==> config.mk <==
export PLATFORM = sky130hd
export DESIGN_NAME = rgmii_idelay_tuner
export DESIGN_NICKNAME = d
export VERILOG_FILES = /design/src/rtl/rgmii_idelay_tuner_pkg.sv /design/src/rtl/rgmii_idelay_tuner_check.sv /design/src/rtl/rgmii_idelay_tuner.sv
export SDC_FILE = /design/constraint.sdc
export NUM_CORES = 1
export LEC_CHECK = 0
export BUFFER_PORTS_ARGS = -buffer_cell sky130_fd_sc_hd__clkbuf_2
export CAP_MARGIN = 30
export CORE_MARGIN = 2
export CORE_UTILIZATION = 39
export DETAILED_ROUTE_END_ITERATION = 16
export PLACE_DENSITY = 0.53
export SYNTH_ARGS = -nofsm -noshare
export SYNTH_HDL_FRONTEND = slang
export SYNTH_SLANG_ARGS = --single-unit
==> constraint.sdc <==
create_clock -name clk -period 5.91 [get_ports clk]
set_input_delay 0.2955 -clock clk [delete_from_list [all_inputs] [get_ports clk]]
set_output_delay 0.2955 -clock clk [all_outputs]
set_load 0.02 [all_outputs]
==> src/rtl/rgmii_idelay_tuner_pkg.sv <==
// Shared constants, FSM encoding and window helper for the RGMII RX IDELAY tuner.
package rgmii_idelay_tuner_pkg;

    localparam logic [7:0]  GMII_PREAMBLE = 8'h55;
    localparam logic [7:0]  GMII_SFD      = 8'hD5;
    localparam int unsigned TAP_W         = 5;
    localparam int unsigned NUM_TAPS      = 32;
    localparam int unsigned MAX_PREAMBLE  = 7;
    localparam int unsigned WIN_W         = 6;

    typedef enum logic [3:0] {
        ST_INIT,
        ST_IDLE,
        ST_LOAD,
        ST_SETTLE,
        ST_MEASURE,
        ST_NEXT,
        ST_PICK,
        ST_LOCKED,
        ST_FAIL,
        ST_MANUAL
    } state_t;

    // Centre of a window; even-length windows round towards the lower tap.
    function automatic logic [TAP_W-1:0] window_centre(input logic [TAP_W-1:0] start,
                                                       input logic [WIN_W-1:0] len);
        logic [WIN_W-1:0] half;
        half = (len - WIN_W'(1)) >> 1;
        return TAP_W'(WIN_W'(start) + half);
    endfunction

endpackage

==> src/rtl/rgmii_idelay_tuner_check.sv <==
// gmii_preamble_check: qualifies each GMII RX frame by its preamble/SFD and rx_er,
// emitting a one-cycle frame_good or frame_bad pulse after dv falls.
module gmii_preamble_check
    import rgmii_idelay_tuner_pkg::*;
(
    input  logic       clk,
    input  logic       rstn,
    input  logic       abort,
    input  logic [7:0] rxd,
    input  logic       rx_dv,
    input  logic       rx_er,
    output logic       frame_good,
    output logic       frame_bad
);

    localparam int unsigned CNT_W = $clog2(MAX_PREAMBLE + 1);

    logic             dv_q;
    logic             open;
    logic [CNT_W-1:0] pre_cnt;
    logic             sfd_seen;
    logic             bad;

    logic [CNT_W-1:0] nxt_cnt;
    logic             nxt_sfd;
    logic             nxt_bad;

    // Per-byte update; a closed frame starts from a clean slate on the opening byte.
    always_comb begin
        nxt_cnt = open ? pre_cnt : '0;
        nxt_sfd = open & sfd_seen;
        nxt_bad = open & bad;
        if (rx_er) begin
            nxt_bad = 1'b1;
        end
        if (!nxt_sfd) begin
            if (rxd == GMII_PREAMBLE) begin
                if (nxt_cnt == CNT_W'(MAX_PREAMBLE)) begin
                    nxt_bad = 1'b1;
                end else begin
                    nxt_cnt = nxt_cnt + CNT_W'(1);
                end
            end else if (rxd == GMII_SFD && nxt_cnt != '0) begin
                nxt_sfd = 1'b1;
            end else begin
                nxt_bad = 1'b1;
            end
        end
    end

    // Abort wins over both opening and closing, so a frame spanning a tap load never reports.
    always_ff @(posedge clk or negedge rstn) begin
        if (!rstn) begin
            dv_q       <= 1'b0;
            open       <= 1'b0;
            pre_cnt    <= '0;
            sfd_seen   <= 1'b0;
            bad        <= 1'b0;
            frame_good <= 1'b0;
            frame_bad  <= 1'b0;
        end else begin
            dv_q       <= rx_dv;
            frame_good <= 1'b0;
            frame_bad  <= 1'b0;
            if (abort) begin
                open <= 1'b0;
            end else if (rx_dv && (open || !dv_q)) begin
                open     <= 1'b1;
                pre_cnt  <= nxt_cnt;
                sfd_seen <= nxt_sfd;
                bad      <= nxt_bad;
            end else if (!rx_dv && open) begin
                open       <= 1'b0;
                frame_good <= sfd_seen & ~bad;
                frame_bad  <= ~(sfd_seen & ~bad);
            end
        end
    end

endmodule

==> src/rtl/rgmii_idelay_tuner.sv <==
// RGMII RX IDELAY tuner: sweeps all taps, qualifies each with received frames and loads
// the centre of the widest passing window. IDELAY_MONITOR_EN adds bad-frame watch in LOCKED.
module rgmii_idelay_tuner
    import rgmii_idelay_tuner_pkg::*;
#(
    parameter int unsigned DWELL_FRAMES  = 16,
    parameter int unsigned TIMEOUT_CW    = 20,
    parameter int unsigned SETTLE_CYCLES = 16,
    parameter int unsigned MIN_WINDOW    = 4,
    parameter int unsigned DEFAULT_TAP   = 0
) (
    input  logic             clk,
    input  logic             rstn,
    input  logic             start,
    input  logic             manual_en,
    input  logic [TAP_W-1:0] manual_tap,
    input  logic [7:0]       gmii_rxd,
    input  logic             gmii_rx_dv,
    input  logic             gmii_rx_er,
    output logic             idelay_ce,
    output logic [TAP_W-1:0] idelay_value,
    output logic             busy,
    output logic             locked,
    output logic             fail,
    output logic [31:0]      pass_mask,
    output logic [WIN_W-1:0] win_len
);

    localparam int unsigned SET_W = $clog2(SETTLE_CYCLES + 1);

    state_t                  state;
    logic [TAP_W-1:0]        tap;
    logic                    tap_pass;
    logic [SET_W-1:0]        settle_cnt;
    logic [7:0]              good_cnt;
    logic [TIMEOUT_CW-1:0]   timeout_cnt;
    logic [WIN_W-1:0]        pick_idx;
    logic [TAP_W-1:0]        run_start;
    logic [WIN_W-1:0]        run_len;
    logic [TAP_W-1:0]        best_start;
    logic [WIN_W-1:0]        best_len;
    logic                    chk_abort;
    logic                    frame_good;
    logic                    frame_bad;
    logic                    rescan_c;

    logic                    pick_bit_c;
    logic [TAP_W-1:0]        run_start_c;
    logic [WIN_W-1:0]        run_len_inc_c;

    gmii_preamble_check u_check (
        .clk        (clk),
        .rstn       (rstn),
        .abort      (chk_abort),
        .rxd        (gmii_rxd),
        .rx_dv      (gmii_rx_dv),
        .rx_er      (gmii_rx_er),
        .frame_good (frame_good),
        .frame_bad  (frame_bad)
    );

    // Window search helpers; index NUM_TAPS reads as a 0 so the last run is closed.
    always_comb begin
        pick_bit_c    = ~pick_idx[WIN_W-1] & pass_mask[pick_idx[TAP_W-1:0]];
        run_start_c   = (run_len == '0) ? pick_idx[TAP_W-1:0] : run_start;
        run_len_inc_c = run_len + WIN_W'(1);
    end

`ifdef IDELAY_MONITOR_EN
    logic [7:0] mon_bad;
    logic [7:0] mon_good;

    // Bad-frame watch while locked; every 256th good frame forgives the history.
    always_ff @(posedge clk or negedge rstn) begin
        if (!rstn) begin
            mon_bad  <= '0;
            mon_good <= '0;
        end else if (state != ST_LOCKED) begin
            mon_bad  <= '0;
            mon_good <= '0;
        end else if (frame_bad) begin
            if (mon_bad != 8'hFF) begin
                mon_bad <= mon_bad + 8'd1;
            end
        end else if (frame_good) begin
            mon_good <= mon_good + 8'd1;
            if (mon_good == 8'hFF) begin
                mon_bad <= '0;
            end
        end
    end

    assign rescan_c = (state == ST_LOCKED) && frame_bad && (mon_bad >= 8'd3);
`else
    assign rescan_c = 1'b0;
`endif

    always_ff @(posedge clk or negedge rstn) begin
        if (!rstn) begin
            state        <= ST_INIT;
            idelay_ce    <= 1'b0;
            idelay_value <= TAP_W'(DEFAULT_TAP);
            busy         <= 1'b0;
            locked       <= 1'b0;
            fail         <= 1'b0;
            pass_mask    <= '0;
            win_len      <= '0;
            tap          <= '0;
            tap_pass     <= 1'b0;
            settle_cnt   <= '0;
            good_cnt     <= '0;
            timeout_cnt  <= '0;
            pick_idx     <= '0;
            run_start    <= '0;
            run_len      <= '0;
            best_start   <= '0;
            best_len     <= '0;
            chk_abort    <= 1'b0;
        end else begin
            idelay_ce <= 1'b0;
            chk_abort <= 1'b0;
            if (manual_en && state != ST_MANUAL) begin
                state        <= ST_MANUAL;
                busy         <= 1'b0;
                locked       <= 1'b0;
                fail         <= 1'b0;
                idelay_ce    <= 1'b1;
                idelay_value <= manual_tap;
            end else begin
                case (state)
                    ST_INIT: begin
                        idelay_ce    <= 1'b1;
                        idelay_value <= TAP_W'(DEFAULT_TAP);
                        state        <= ST_IDLE;
                    end
                    ST_IDLE, ST_LOCKED, ST_FAIL: begin
                        if (start || rescan_c) begin
                            tap       <= '0;
                            pass_mask <= '0;
                            busy      <= 1'b1;
                            locked    <= 1'b0;
                            fail      <= 1'b0;
                            state     <= ST_LOAD;
                        end
                    end
                    ST_LOAD: begin
                        idelay_value <= tap;
                        idelay_ce    <= 1'b1;
                        chk_abort    <= 1'b1;
                        settle_cnt   <= '0;
                        state        <= ST_SETTLE;
                    end
                    ST_SETTLE: begin
                        if (settle_cnt == SET_W'(SETTLE_CYCLES - 1)) begin
                            good_cnt    <= '0;
                            timeout_cnt <= '0;
                            state       <= ST_MEASURE;
                        end else begin
                            settle_cnt <= settle_cnt + SET_W'(1);
                        end
                    end
                    // A frame verdict takes priority over the timeout in the same cycle.
                    ST_MEASURE: begin
                        if (frame_bad) begin
                            tap_pass <= 1'b0;
                            state    <= ST_NEXT;
                        end else if (frame_good && good_cnt == 8'(DWELL_FRAMES - 1)) begin
                            tap_pass <= 1'b1;
                            state    <= ST_NEXT;
                        end else if (&timeout_cnt) begin
                            tap_pass <= 1'b0;
                            state    <= ST_NEXT;
                        end else begin
                            if (frame_good) begin
                                good_cnt <= good_cnt + 8'd1;
                            end
                            timeout_cnt <= timeout_cnt + TIMEOUT_CW'(1);
                        end
                    end
                    ST_NEXT: begin
                        pass_mask[tap] <= tap_pass;
                        if (tap == TAP_W'(NUM_TAPS - 1)) begin
                            pick_idx   <= '0;
                            run_start  <= '0;
                            run_len    <= '0;
                            best_start <= '0;
                            best_len   <= '0;
                            state      <= ST_PICK;
                        end else begin
                            tap   <= tap + TAP_W'(1);
                            state <= ST_LOAD;
                        end
                    end
                    // Strict '>' keeps the earliest of equally long runs.
                    ST_PICK: begin
                        if (pick_idx == WIN_W'(NUM_TAPS)) begin
                            win_len   <= best_len;
                            busy      <= 1'b0;
                            idelay_ce <= 1'b1;
                            if (best_len >= WIN_W'(MIN_WINDOW)) begin
                                idelay_value <= window_centre(best_start, best_len);
                                locked       <= 1'b1;
                                state        <= ST_LOCKED;
                            end else begin
                                idelay_value <= TAP_W'(DEFAULT_TAP);
                                fail         <= 1'b1;
                                state        <= ST_FAIL;
                            end
                        end else begin
                            if (pick_bit_c) begin
                                run_start <= run_start_c;
                                run_len   <= run_len_inc_c;
                                if (run_len_inc_c > best_len) begin
                                    best_len   <= run_len_inc_c;
                                    best_start <= run_start_c;
                                end
                            end else begin
                                run_len <= '0;
                            end
                            pick_idx <= pick_idx + WIN_W'(1);
                        end
                    end
                    ST_MANUAL: begin
                        if (!manual_en) begin
                            state <= ST_IDLE;
                        end else if (manual_tap != idelay_value) begin
                            idelay_ce    <= 1'b1;
                            idelay_value <= manual_tap;
                        end
                    end
                    default: state <= ST_IDLE;
                endcase
            end
        end
    end

endmodule

# Yosys cells after proc, flatten, opt, wreduce, memory -nomap -nowiden
# Index checks and enable logic that the tools add are counted.
# classes
magnitude_cmp	5
n_mux	103
addsub	9
n_reduce_logical	39
eq_ne	39
bitwise	9
# op_table
op	count
$mux 20	4
$mux 5	15
$pmux 32 s2	1
$mux 6	7
$mux 8	5
$pmux 20 s2	1
$pmux 5 s2	4
$mux 1	38
$mux 4	9
$pmux 6 s2	3
$bwmux 32	1
$mux 32	1
$pmux 4 s7	1
$ne 3x3->1 const B	8
$ne 2x2->1 const B	11
$add 20x1->20 const B	1
$pmux 5 s4	1
$reduce_and 20->1	1
$reduce_and 4->1	5
$eq 4x3->1 const B	4
$pmux 8 s2	1
$mux 3	5
$reduce_and 3->1	5
$add 6x1->6 const B	2
43 further kinds	70
# word_totals
out_inout_bits	47
ff_bits	128
in_bits	19
word_cells	230

# Depth between registers and ports, before layout
# Gate-level depths: netlist of the first run.
# logic_depth
depth_word	6
ltp_mapped	12
depth_no_buf	12

# By module
# Synthesis of the first run repeated with hierarchy kept, for this count alone.
# hier_totals
hier_cells	835
area_unflattened_um2	7437.1
# by_module_without_submodules
module	n_inst	area_per_inst_um2	cells_each	seq_area_each_um2
rgmii_idelay_tuner	1	6952.9	785	2977.9
gmii_preamble_check	1	484.2	50	225.2

# Worst setup path before layout of the first run
# No wires, ideal clock.
# synth_path
kind	reg2reg
start	reg tap[0]
end	reg best_len[2]
setup_slack_ps	3257
synth_period_minus_slack_ps	2653
t_required_ps	5789
stages_incl_launch_ff	11
t_arrival_ps	2532
cell_sequence	dfrtp_1 -> ha_1 -> and3_1 -> ha_1 -> inv_1 -> nor2_1 -> o21ai_1 -> or4_4 -> and2_1 -> clkbuf_2 -> a22o_1
# synth_via
elab_chain_len	3
# synth_rtl
item	line	rtl
start, declared	rgmii_idelay_tuner.sv:32	logic [TAP_W-1:0] tap;
start signal, assigned	rgmii_idelay_tuner.sv:190	tap <= tap + TAP_W'(1);
$eq 5x5->1	rgmii_idelay_tuner.sv:182	if (tap == TAP_W'(NUM_TAPS - 1)) begin
$ne 2x2->1 (no line)	n/a	
$reduce_and 6->1 (no line)	n/a	
end signal, assigned	rgmii_idelay_tuner.sv:214	best_len <= run_len_inc_c;
end, declared	rgmii_idelay_tuner.sv:41	logic [WIN_W-1:0] best_len;
# No other way between the ends.
# A chain may end at the register's enable or synchronous reset.

# Final worst setup path of the first run
# layout_path
start	reg state[1]
end	reg best_len[5]
# layout_via
elab_chain_len	4
word_cells_on_any_way	12
classes_between	7 x eq/ne; 1 x mux; 1 x bitwise; 3 x reduce/logical
# layout_rtl
item	line	rtl
start, declared	rgmii_idelay_tuner.sv:31	state_t state;
start signal, assigned	rgmii_idelay_tuner.sv:100	state <= ST_INIT;
start signal, assigned	rgmii_idelay_tuner.sv:123	state <= ST_MANUAL;
start signal, assigned	rgmii_idelay_tuner.sv:134	state <= ST_IDLE;
branches (longest 4 deep; another with $reduce_and 6->1)	n/a	
# Several ways; the timed one is not identified.

==> results.py, run 1 <==
metrics = {
    "status": {
        "outcome": "complete, no violations",
    },
    "clock_network": {
        "cts.sinks": 128,
        "post-cts-setup-buffer-count": 0,
        "root_buffer": "clkbuf_16",
        "cts.clk_slew.worst_paths_ns": 0.06,
        "clockBufferDepth": 2,
        "cts_made_buffers": 17,
        "clock_latency_ns": 0.43,
        "ctsResizeCount": 0,
        "htree_levels": 4,
        "cts_tree": "yes",
    },
    "route": {
        "drcViolationCount": 0,
        "dr_total_vias": 6366,
        "wl_mm": 19.9,
        "wl_per_cell_um": 17.9,
        "vias_per_cell": 5.73,
        "ant_nets": 0,
        "first_iter_violations": 444,
        "dr.pass1.iters": 5,
    },
    "power_and_ir_drop": {
        "p_total_uw": 2550,
        "powerDensity_mw_per_mm2": 300,
        "ir_drop_mv": 0.220,
        "cellLeakagePower_uw": 0.00383,
    },
    "logic_synthesis": {
        "synth_edf_count": 0,
        "synth-seq-cells": 128,
        "synth_cell_types": 68,
        "netlist_top_cells_area": "dfrtp_1 44%, o21ai_0 7.8%, ha_1 4.8%",
        "ys_warn_count": 0,
        "syn_nets": 858,
        "synth_top_area_cell": "dfrtp_1",
        "async_reset_ff_share_pct": 100,
        "ys.flop_type": "dfrtp_1",
        "syn_inst": 810,
        "synth.yosys.seq_area_share_pct": 43.6,
        "syn_area_mm2": 0.00734,
        "synth_top_area_share_pct": 43.6,
        "synth.avg_cell_area_um2": 9.06,
    },
    "die": {
        "rows": 50,
        "die-area_mm2": 0.0199,
        "die_h_um": 141,
        "initial_utilization_pct": 39.5,
        "core_mm2": 0.0186,
        "ioPinCount": 66,
        "die_x_um": 141,
    },
    "critical_path": {
        "critPathKind": "flip-flop to flip-flop",
        "end_kind": "flip-flop",
        "arrival_ns": 3.63,
        "r2r-end": "best_len[5]$_DFFE_PN0P_",
        "rrSetupSlack_ns": 2.59,
        "path_max_fanout": 22,
        "critPathSlowestCell": "or4bb_1",
        "cp_cell_sequence": "or4bb_1 -> a21oi_1 -> o21ai_1 -> buf_4 -> or4_4 -> and2_1 -> a22o_1",
        "crit_path_start_kind": "flip-flop",
        "worstRegToRegCells": 7,
        "required_ns": 6.22,
        "slowest_delay_ns": 0.88,
        "rr_startpoint": "state[1]$_DFFE_PN0P_",
    },
    "sta": {
        "finalCriticalPeriod_ns": 3.32,
        "hold_ws_ns": 0.0268,
        "worst_pin_slew_ns": 0.959,
        "hold_viol": 0,
        "drv_slew": 0,
        "clock_skew_ns": 0.0105,
        "fmax_mhz": 301,
        "timing.final.crit_share_pct": 56.2,
        "setup_tns_ns": 0,
        "setup_viol": 0,
        "slew_headroom_pct": 36.0,
        "grt_setup_unrepaired": "false",
    },
    "min_path": {
        "hp-class": "primary input to flip-flop",
        "worstHoldEndpoint": "u_check.dv_q$_DFF_PN0_",
        "hold_start": "gmii_rx_dv",
        "hold_depth": 1,
    },
    "cells_and_area": {
        "utilization_pct": 45.8,
        "n_antenna_cell": 0,
        "final_cell_mix": "128 x dfrtp_1, 115 x o21ai_0, 69 x a21oi_1",
        "final_common_cell": "dfrtp_1",
        "area_delta_synth_final_pct": 15.9,
        "layout.nets": 912,
        "layout-drive-gt1-share_pct": 14.5,
    },
    "global_route": {
        "met3_usage_pct": 4.52,
        "grt_usage_pct": 20.7,
        "grt_pass1_wl_mm": 32.8,
        "grt_max_degree": 49,
        "met2_usage_pct": 31.6,
        "overflow": 0,
        "grtUsageMet1_pct": 29.8,
        "grt_pass1_vias": 6164,
        "antenna_found_initial": 0,
        "grt_busiest_layer": "met2",
    },
    "placement": {
        "port_buffers": 65,
        "gp_congestion": 0.845,
        "place.detailed.hpwl_mm": 13.9,
    },
    "job": {
        "maxCapViolations": 0,
    },
}
cell usage after synthesis (all sizes together), types with 10 or more instances:
| library cell | number |
|---|---|
| nor2 | 45 |
| nor3 | 15 |
| nand3 | 33 |
| a21oi | 69 |
| clkbuf | 34 |
| o31ai | 10 |
| and3 | 10 |
| nand2b | 16 |
| o21ai | 117 |
| inv | 35 |
| nand2 | 67 |
| or3 | 12 |
| dfrtp | 128 |
| a31oi | 10 |
| xor2 | 19 |
| a22o | 11 |
| o211ai | 13 |
| mux2i | 16 |
| ha | 28 |
layer usage:
layer,vias up,share of wire [%]
li1,3046,-
met1,3128,48
met2,172,45
met3,20,4.9
met4,0,1.5
met5,-,0
sequential cells by signal (all words and copies together) (netlist names), 6 cells and up:
signal,cells
good_cnt,8
run_len,6
timeout_cnt,20
win_len,6
best_len,6
pick_idx,6
pass_mask,32
cell families after synthesis:
logic type / synth area share, %
XOR/XNOR: 3.22
buffers and inverters: 4.21
AO/OA/AOI/OAI: 21.2
AND/OR/NAND/NOR: 18.1
flip-flops: 43.6
multiplexers: 4.53
adder cells (fa/ha/maj): 5.05
worst max-delay path, delay by kind of cell, from the launching register on:
family | cells | cell delay [ns]
AO/OA/AOI/OAI | 3 | 0.64
buffers and inverters | 1 | 0.22
flip-flops | 1 | 0.58
AND/OR/NAND/NOR | 3 | 1.77
stage by stage:
| stage | setup WS, ns | instance area, um2 | std cells |
|---|---|---|---|
| 2_1_floorplan | 3.26 | 7340 | 810 |
| 3_3_place_gp | 2.51 | 7850 | 1075 |
| 3_5_place_dp | 2.62 | 7860 | 1077 |
| 4_1_cts | 2.60 | 8480 | 1110 |
| 5_1_grt | 2.34 | 8500 | 1111 |
| 6_report | 2.59 | 8500 | 1111 |
worst max-delay path by stage:
stage / start / slack, ns / depth (start not counted) / end
detailed placement: state[1]$_DFFE_PN0P_ / 2.62 / 7 / best_len[5]$_DFFE_PN0P_
global placement: state[1]$_DFFE_PN0P_ / 2.51 / 6 / best_len[4]$_DFFE_PN0P_
global route: state[1]$_DFFE_PN0P_ / 2.34 / 7 / best_len[3]$_DFFE_PN0P_
finish: state[1]$_DFFE_PN0P_ / 2.59 / 7 / best_len[5]$_DFFE_PN0P_
floorplan: tap[0]$_DFFE_PN0P_ / 3.26 / 10 / best_len[2]$_DFFE_PN0P_
CTS: state[1]$_DFFE_PN0P_ / 2.60 / 7 / best_len[5]$_DFFE_PN0P_
report_power, final:
| part | leakage, uW | internal, uW | switching [uW] |
|---|---|---|---|
| Clock | 0.000296 | 673 | 417 |
| Combinational | 0.00179 | 167 | 287 |
| Sequential | 0.00174 | 926 | 76.7 |
final cells by class:
cell class	instances	area [um2]
Tap cell	234	293
Timing Repair Buffer	78	445
Multi-Input combinational cell	604	3830
Clock inverter	14	165
Fill cell	1762	10100
Clock buffer	18	439
Sequential cell	128	3200
Inverter	35	131
what timing repair did:
action | in CTS | in global routing
hold buffers | 1 | 0
hold endpoints to repair | 47 | 0
setup endpoints to repair | 0 | 0
Note: power is estimated with default switching activity, not from simulation.
==> run 2: changes to the inputs <==
--- a/config.mk
+++ b/config.mk
@@ -5,12 +5,13 @@
 export SDC_FILE = /design/constraint.sdc
 export NUM_CORES = 1
 export LEC_CHECK = 0
+export ABC_AREA = 1
 export BUFFER_PORTS_ARGS = -buffer_cell sky130_fd_sc_hd__clkbuf_2
 export CAP_MARGIN = 30
 export CORE_MARGIN = 2
 export CORE_UTILIZATION = 39
 export DETAILED_ROUTE_END_ITERATION = 16
-export PLACE_DENSITY = 0.53
+export PLACE_DENSITY = 0.55
 export SYNTH_ARGS = -nofsm -noshare
 export SYNTH_HDL_FRONTEND = slang
 export SYNTH_SLANG_ARGS = --single-unit
==> constraint.sdc (replaced) <==
create_clock -name clk -period 2.8 [get_ports clk]
set_input_delay 0.14 -clock clk [delete_from_list [all_inputs] [get_ports clk]]
set_output_delay 0.14 -clock clk [all_outputs]
set_load 0.02 [all_outputs]
==> results.py, run 2 <==
metrics = {
    "die": {
        "core_mm2": 0.0201,
        "rows": 52,
        "die_x_um": 147,
        "ioPinCount": 66,
        "die_h_um": 147,
        "die-area_mm2": 0.0215,
        "initial_utilization_pct": 39.4,
    },
    "cells_and_area": {
        "final_common_cell": "nand2_1",
        "fill_cells": 2019,
        "utilization_pct": 45.8,
        "area_delta_synth_final_pct": 16.2,
        "regMostFlops": "pass_mask",
        "final_cell_mix": "288 x nand2_1, 128 x dfrtp_1, 106 x inv_1",
        "layout-drive-gt1-share_pct": 13.7,
        "design_area_mm2": 0.00921,
        "largestRegisters": "pass_mask: 32 flops, timeout_cnt: 20 flops, good_cnt: 8 flops",
        "n_antenna_cell": 0,
        "largest_reg_flops": 32,
        "layout.nets": 1158,
    },
    "clock_network": {
        "root_buffer": "clkbuf_16",
        "cts.clk_slew.worst_paths_ns": 0.06,
        "cts_made_buffers": 17,
        "clockBufferDepth": 2,
        "cts_tree": "yes",
        "htree_levels": 4,
        "clock_latency_ns": 0.42,
        "cts.sinks": 128,
    },
    "logic_synthesis": {
        "ys.flop_type": "dfrtp_1",
        "synthSimpleGateAreaFrac_pct": 29.9,
        "ys_warn_count": 0,
        "synth-seq-cells": 128,
        "synth_top_area_cell": "dfrtp_1",
        "syn_nets": 1091,
        "synth_cell_types": 48,
        "yosysMostFrequentCell": "nand2_1",
        "async_reset_ff_share_pct": 100,
        "synth_top_area_share_pct": 40.4,
        "synth_xor_xnor_area_share_pct": 4.09,
        "synth_common_cells": "288 x nand2_1, 128 x dfrtp_1, 106 x inv_1",
        "synth.avg_cell_area_um2": 7.60,
        "synth_top_family_by_area": "simple AND/OR/NAND/NOR gates",
        "synthAdderAreaFrac_pct": 4.67,
        "syn_inst": 1043,
        "syn_area_mm2": 0.00793,
        "synth_edf_count": 0,
        "synthMuxAreaShare_pct": 0.126,
        "netlist_top_cells_area": "dfrtp_1 40%, nand2_1 14%, o21ai_0 5.1%",
        "synth.yosys.seq_area_share_pct": 40.4,
        "synth_compound_gate_area_share_pct": 12.9,
    },
    "sta": {
        "worst_pin_slew_ns": 0.588,
        "clock_skew_ns": 0.0109,
        "timing.final.crit_share_pct": 92.2,
        "drv_slew": 0,
        "timing.final.ws_setup_ns": 0.219,
        "hold_viol": 0,
        "setup_tns_ns": 0,
        "setup_viol": 0,
        "finalCriticalPeriod_ns": 2.58,
        "grt_setup_unrepaired": "false",
        "fmax_mhz": 387,
        "hold_ws_ns": 0.0147,
        "slew_headroom_pct": 60.8,
    },
    "power_and_ir_drop": {
        "powerDensity_mw_per_mm2": 773,
        "p_seq_share_pct": 34.0,
        "p_int_uw": 4480,
        "p_sw_share_pct": 37.1,
        "cellLeakagePower_uw": 0.00427,
        "ir_drop_mv": 0.398,
        "power_frac_comb_pct": 30.8,
        "clockPowerShare_pct": 35.2,
        "p_sw_uw": 2640,
    },
    "critical_path": {
        "crit_family": "simple AND/OR/NAND/NOR gates",
        "path_max_fanout": 7,
        "critPathKind": "flip-flop to flip-flop",
        "cp_cell_sequence": "ha_1 -> nand3_1 -> xor2_1 -> inv_1 -> ha_1 -> nand2_1 -> nor2_1 -> o21ai_0 -> nand3_1 -> nand2_1 -> nor2_2 -> nand4_4 -> buf_4 -> nand3_1 -> nand2_1",
        "arrival_ns": 2.88,
        "cp_num_buf_inv": 2,
        "critPathSlowestCell": "dfrtp_1",
        "required_ns": 3.10,
        "crit_path_start_kind": "flip-flop",
        "end_kind": "flip-flop",
        "slowest_delay_ns": 0.42,
    },
    "global_route": {
        "grt_pass1_vias": 6700,
        "antenna_found_initial": 0,
        "overflow": 0,
        "grt_max_degree": 61,
        "grt_usage_pct": 19.4,
        "grt_pass1_wl_mm": 34.0,
    },
    "route": {
        "wl_mm": 20.0,
        "wl_per_cell_um": 14.4,
        "vias_per_cell": 5.03,
        "drcViolationCount": 0,
        "ant_nets": 0,
        "dr.pass1.iters": 5,
        "dr_total_vias": 7005,
        "first_iter_violations": 405,
    },
    "placement": {
        "place.detailed.hpwl_mm": 14.2,
        "place_ws_ns": 0.192,
        "port_buffers": 65,
        "gp_congestion": 0.853,
        "place_area_mm2": 0.00852,
    },
    "min_path": {
        "hp-class": "primary input to flip-flop",
    },
    "status": {
        "outcome": "complete, no violations",
    },
    "job": {
        "maxCapViolations": 0,
    },
}
run 2: path summary, 6_finish.rpt:
path                                         start                            to  slack, ns  depth (start not counted)
max in group asynchronous                     rstn      run_start[3]$_DFFE_PN0P_       1.81                          3
hold / removal                       manual_tap[0]   idelay_value[0]$_DFFE_PN0P_       0.01                          3
setup reg to reg            run_len[0]$_DFFE_PN0P_       best_len[2]$_DFFE_PN0P_       0.22                         15
min in group asynchronous                     rstn     pass_mask[25]$_DFFE_PN0P_       0.26                          2
setup / recovery            run_len[0]$_DFFE_PN0P_       best_len[2]$_DFFE_PN0P_       0.22                         15
hold reg to reg            u_check.bad$_DFFE_PN0P_  u_check.frame_good$_DFF_PN0_       0.47                          1
run 2: layout make-up:
type,instances,area (um2),share of cell area (%)
Clock inverter,9,179,1.94
Sequential cell,128,3200,34.8
Multi-Input combinational cell,767,4110,44.6
Clock buffer,22,484,5.26
Tap cell,270,338,3.67
Inverter,118,452,4.90
Timing Repair Buffer,78,447,4.85
run 2: timing repair:
action,in CTS,in global routing
endpoints found under the setup margin,0,7
endpoints found under the hold margin,59,0
resized for setup,0,1
setup buffers,0,0
hold buffers,2,0
run 2: per-layer routing:
metal / global-route usage [%] / up-vias / routed length (um)
met4: 4.85 / 0 / 223
met3: 3.91 / 19 / 865
li1: - / 3558 / -
met2: 30.6 / 138 / 9150
met1: 27.5 / 3290 / 9760
met5: 0 / - / 0
run 2: worst reg2reg max path: stages (launching register included):
cell and delay (ns):
dfrtp_1 0.42, ha_1 0.24, nand3_1 0.10, xor2_1 0.18, inv_1 0.08, ha_1 0.27, nand2_1 0.06, nor2_1 0.13
o21ai_0 0.10, nand3_1 0.10, nand2_1 0.07, nor2_2 0.15, nand4_4 0.19, buf_4 0.23, nand3_1 0.08, nand2_1 0.06
run 2: metrics by stage:
step	instances	total power [uW]
4_1_cts	1392	7180
5_1_grt	1392	7600
2_1_floorplan	1043	4050
6_report	1392	7120
3_5_place_dp	1359	4630
3_3_place_gp	1359	4600
run 2: logic make-up after synthesis:
family,after synthesis
flops,128
fa+ha+maj,29
compound gates,171
xor+xnor,37
simple gates,529
mux,1
buf+inv,148
run 2: power by group through the flow:
stage / sequential [uW] / combinational, uW / clock (uW)
global route: 2470 / 2510 / 2630
finish: 2420 / 2190 / 2510
global placement: 2450 / 2150 / 0
detailed placement: 2450 / 2180 / 0
CTS: 2420 / 2200 / 2550
floorplan: 2430 / 1620 / 0
==> run 3: changes to the inputs <==
--- a/config.mk
+++ b/config.mk
@@ -12,6 +12,7 @@
 export CORE_UTILIZATION = 39
 export DETAILED_ROUTE_END_ITERATION = 16
 export PLACE_DENSITY = 0.55
+export RECOVER_POWER = 25
 export SYNTH_ARGS = -nofsm -noshare
 export SYNTH_HDL_FRONTEND = slang
 export SYNTH_SLANG_ARGS = --single-unit
==> results.py, run 3 (synthesis gave the netlist of run 2 again) <==
metrics = {
    "status": {
        "outcome": "complete, but fails checks",
        "violations": "capacitance limit, slew limit",
    },
    "cells_and_area": {
        "final_cell_mix": "288 x nand2_1, 128 x dfrtp_1, 106 x inv_1",
        "utilization_pct": 45.7,
        "layout.nets": 1158,
        "final_common_cell": "nand2_1",
        "largest_reg_flops": 32,
        "area_delta_synth_final_pct": 15.9,
        "fill_cells": 2024,
        "largestRegisters": "pass_mask: 32 flops, timeout_cnt: 20 flops, good_cnt: 8 flops",
        "layout-drive-gt1-share_pct": 13.6,
        "design_area_mm2": 0.00919,
        "n_antenna_cell": 0,
        "regMostFlops": "pass_mask",
    },
    "clock_network": {
        "post-cts-setup-buffer-count": 0,
        "clock_latency_ns": 0.42,
        "root_buffer": "clkbuf_16",
        "cts_made_buffers": 17,
        "cts_tree": "yes",
        "clockBufferDepth": 2,
        "cts.clk_slew.worst_paths_ns": 0.06,
        "cts.sinks": 128,
        "htree_levels": 4,
    },
    "critical_path": {
        "cp_cell_sequence": "ha_1 -> nand3_1 -> xor2_1 -> inv_1 -> ha_1 -> nand2_1 -> nor2_1 -> o21ai_0 -> nand3_1 -> nand2_1 -> nor2_2 -> nand4_4 -> buf_4 -> nand3_1 -> nand2_1",
        "slowest_delay_ns": 0.42,
        "critPathKind": "flip-flop to flip-flop",
        "crit_start": "run_len[0]$_DFFE_PN0P_",
        "rr_startpoint": "run_len[0]$_DFFE_PN0P_",
        "arrival_ns": 2.89,
        "r2r-end": "best_len[2]$_DFFE_PN0P_",
        "path_max_fanout": 7,
        "worstRegToRegCells": 15,
        "end_kind": "flip-flop",
        "crit_path_start_kind": "flip-flop",
        "required_ns": 3.10,
        "cp-endpoint": "best_len[2]$_DFFE_PN0P_",
        "crit_cells": 15,
        "rrSetupSlack_ns": 0.22,
        "crit_family": "simple AND/OR/NAND/NOR gates",
        "critPathSlowestCell": "dfrtp_1",
        "cp_num_buf_inv": 2,
    },
    "power_and_ir_drop": {
        "p_sw_share_pct": 37.1,
        "clockPowerShare_pct": 35.3,
        "power_frac_comb_pct": 30.7,
        "p_sw_uw": 2640,
        "powerDensity_mw_per_mm2": 774,
        "ir_drop_mv": 0.400,
        "cellLeakagePower_uw": 0.00426,
        "p_seq_share_pct": 34.0,
        "p_int_uw": 4470,
    },
    "route": {
        "ant_nets": 0,
        "first_iter_violations": 409,
        "wl_per_cell_um": 14.4,
        "drcViolationCount": 0,
        "vias_per_cell": 5.05,
        "dr_total_vias": 7028,
        "wl_mm": 20.0,
        "dr.pass1.iters": 5,
    },
    "placement": {
        "place.detailed.hpwl_mm": 14.2,
        "place_ws_ns": 0.192,
        "port_buffers": 65,
        "place_area_mm2": 0.00852,
        "gp_congestion": 0.853,
    },
    "die": {
        "die_h_um": 147,
        "ioPinCount": 66,
        "core_mm2": 0.0201,
        "die_x_um": 147,
        "initial_utilization_pct": 39.4,
        "die-area_mm2": 0.0215,
        "rows": 52,
    },
    "global_route": {
        "antenna_found_initial": 0,
        "grt_pass1_vias": 6700,
        "grt_pass1_wl_mm": 34.0,
        "grt_usage_pct": 19.4,
        "overflow": 0,
        "grt_max_degree": 61,
    },
    "sta": {
        "timing.final.crit_share_pct": 92.2,
        "timing.final.ws_setup_ns": 0.218,
        "setup_viol": 0,
        "slew_headroom_pct": -2.71,
        "fmax_mhz": 387,
        "drv_slew": 61,
        "worst_pin_slew_ns": 1.54,
        "clock_skew_ns": 0.0113,
        "hold_viol": 0,
        "finalCriticalPeriod_ns": 2.58,
        "grt_setup_unrepaired": "false",
        "setup_tns_ns": 0,
    },
    "min_path": {
        "hold_depth": 3,
        "hp-class": "primary input to flip-flop",
    },
    "job": {
        "maxCapViolations": 1,
    },
}
run 3: cell type report:
cell class	instances	area, um2	area share [%]
clock buffers	22	484	5.27
flip-flops and latches	128	3200	34.9
well taps	270	338	3.68
repair buffers	78	427	4.64
clock inverters	9	179	1.95
multi-input cells	767	4110	44.7
inverters	118	452	4.91
run 3: worst register-to-register path, stage by stage (launching register included):
cell	delay [ns]
dfrtp_1	0.42
ha_1	0.24
nand3_1	0.10
xor2_1	0.18
inv_1	0.08
ha_1	0.27
nand2_1	0.06
nor2_1	0.13
o21ai_0	0.10
nand3_1	0.10
nand2_1	0.07
nor2_2	0.15
nand4_4	0.19
buf_4	0.23
nand3_1	0.08
nand2_1	0.06
run 3: power by group through the flow:
| stage | registers, uW | logic [uW] | clock network, uW |
|---|---|---|---|
| 6_report | 2420 | 2180 | 2510 |
| 5_1_grt | 2470 | 2500 | 2630 |
| 4_1_cts | 2420 | 2200 | 2550 |
| 3_5_place_dp | 2450 | 2180 | 0 |
| 3_3_place_gp | 2450 | 2150 | 0 |
| 2_1_floorplan | 2430 | 1620 | 0 |
run 3: through the flow:
| stage | hold WS (ns) | cells | total power [uW] |
|---|---|---|---|
| global route | 0.0381 | 1392 | 7600 |
| finish | 0.0133 | 1392 | 7120 |
| CTS | 0.00154 | 1392 | 7180 |
| detailed placement | 0.158 | 1359 | 4630 |
| floorplan | -0.156 | 1043 | 4050 |
| global placement | 0.156 | 1359 | 4600 |
run 3: per-layer routing:
metal,part of all wire [%],up-vias,track usage [%]
met2,46,149,30.6
met5,0,-,0
met3,4.2,19,3.91
met4,1.1,0,4.85
li1,-,3560,-
met1,49,3300,27.5
run 3: worst min path at each step:
stage	start	end	slack, ns
finish	manual_tap[0]	idelay_value[0]$_DFFE_PN0P_	0.01
global route	manual_tap[0]	idelay_value[0]$_DFFE_PN0P_	0.04
CTS	manual_tap[0]	idelay_value[0]$_DFFE_PN0P_	0.002
detailed placement	rstn	pass_mask[25]$_DFFE_PN0P_	0.16
global placement	rstn	pass_mask[25]$_DFFE_PN0P_	0.16
floorplan	rstn	best_len[0]$_DFFE_PN0P_	-0.16
run 3: what timing repair did:
action,in CTS,in global routing
hold buffers,2,0
gates resized for setup,0,1
endpoints found under the setup margin,0,7
endpoints found under the hold margin,59,0
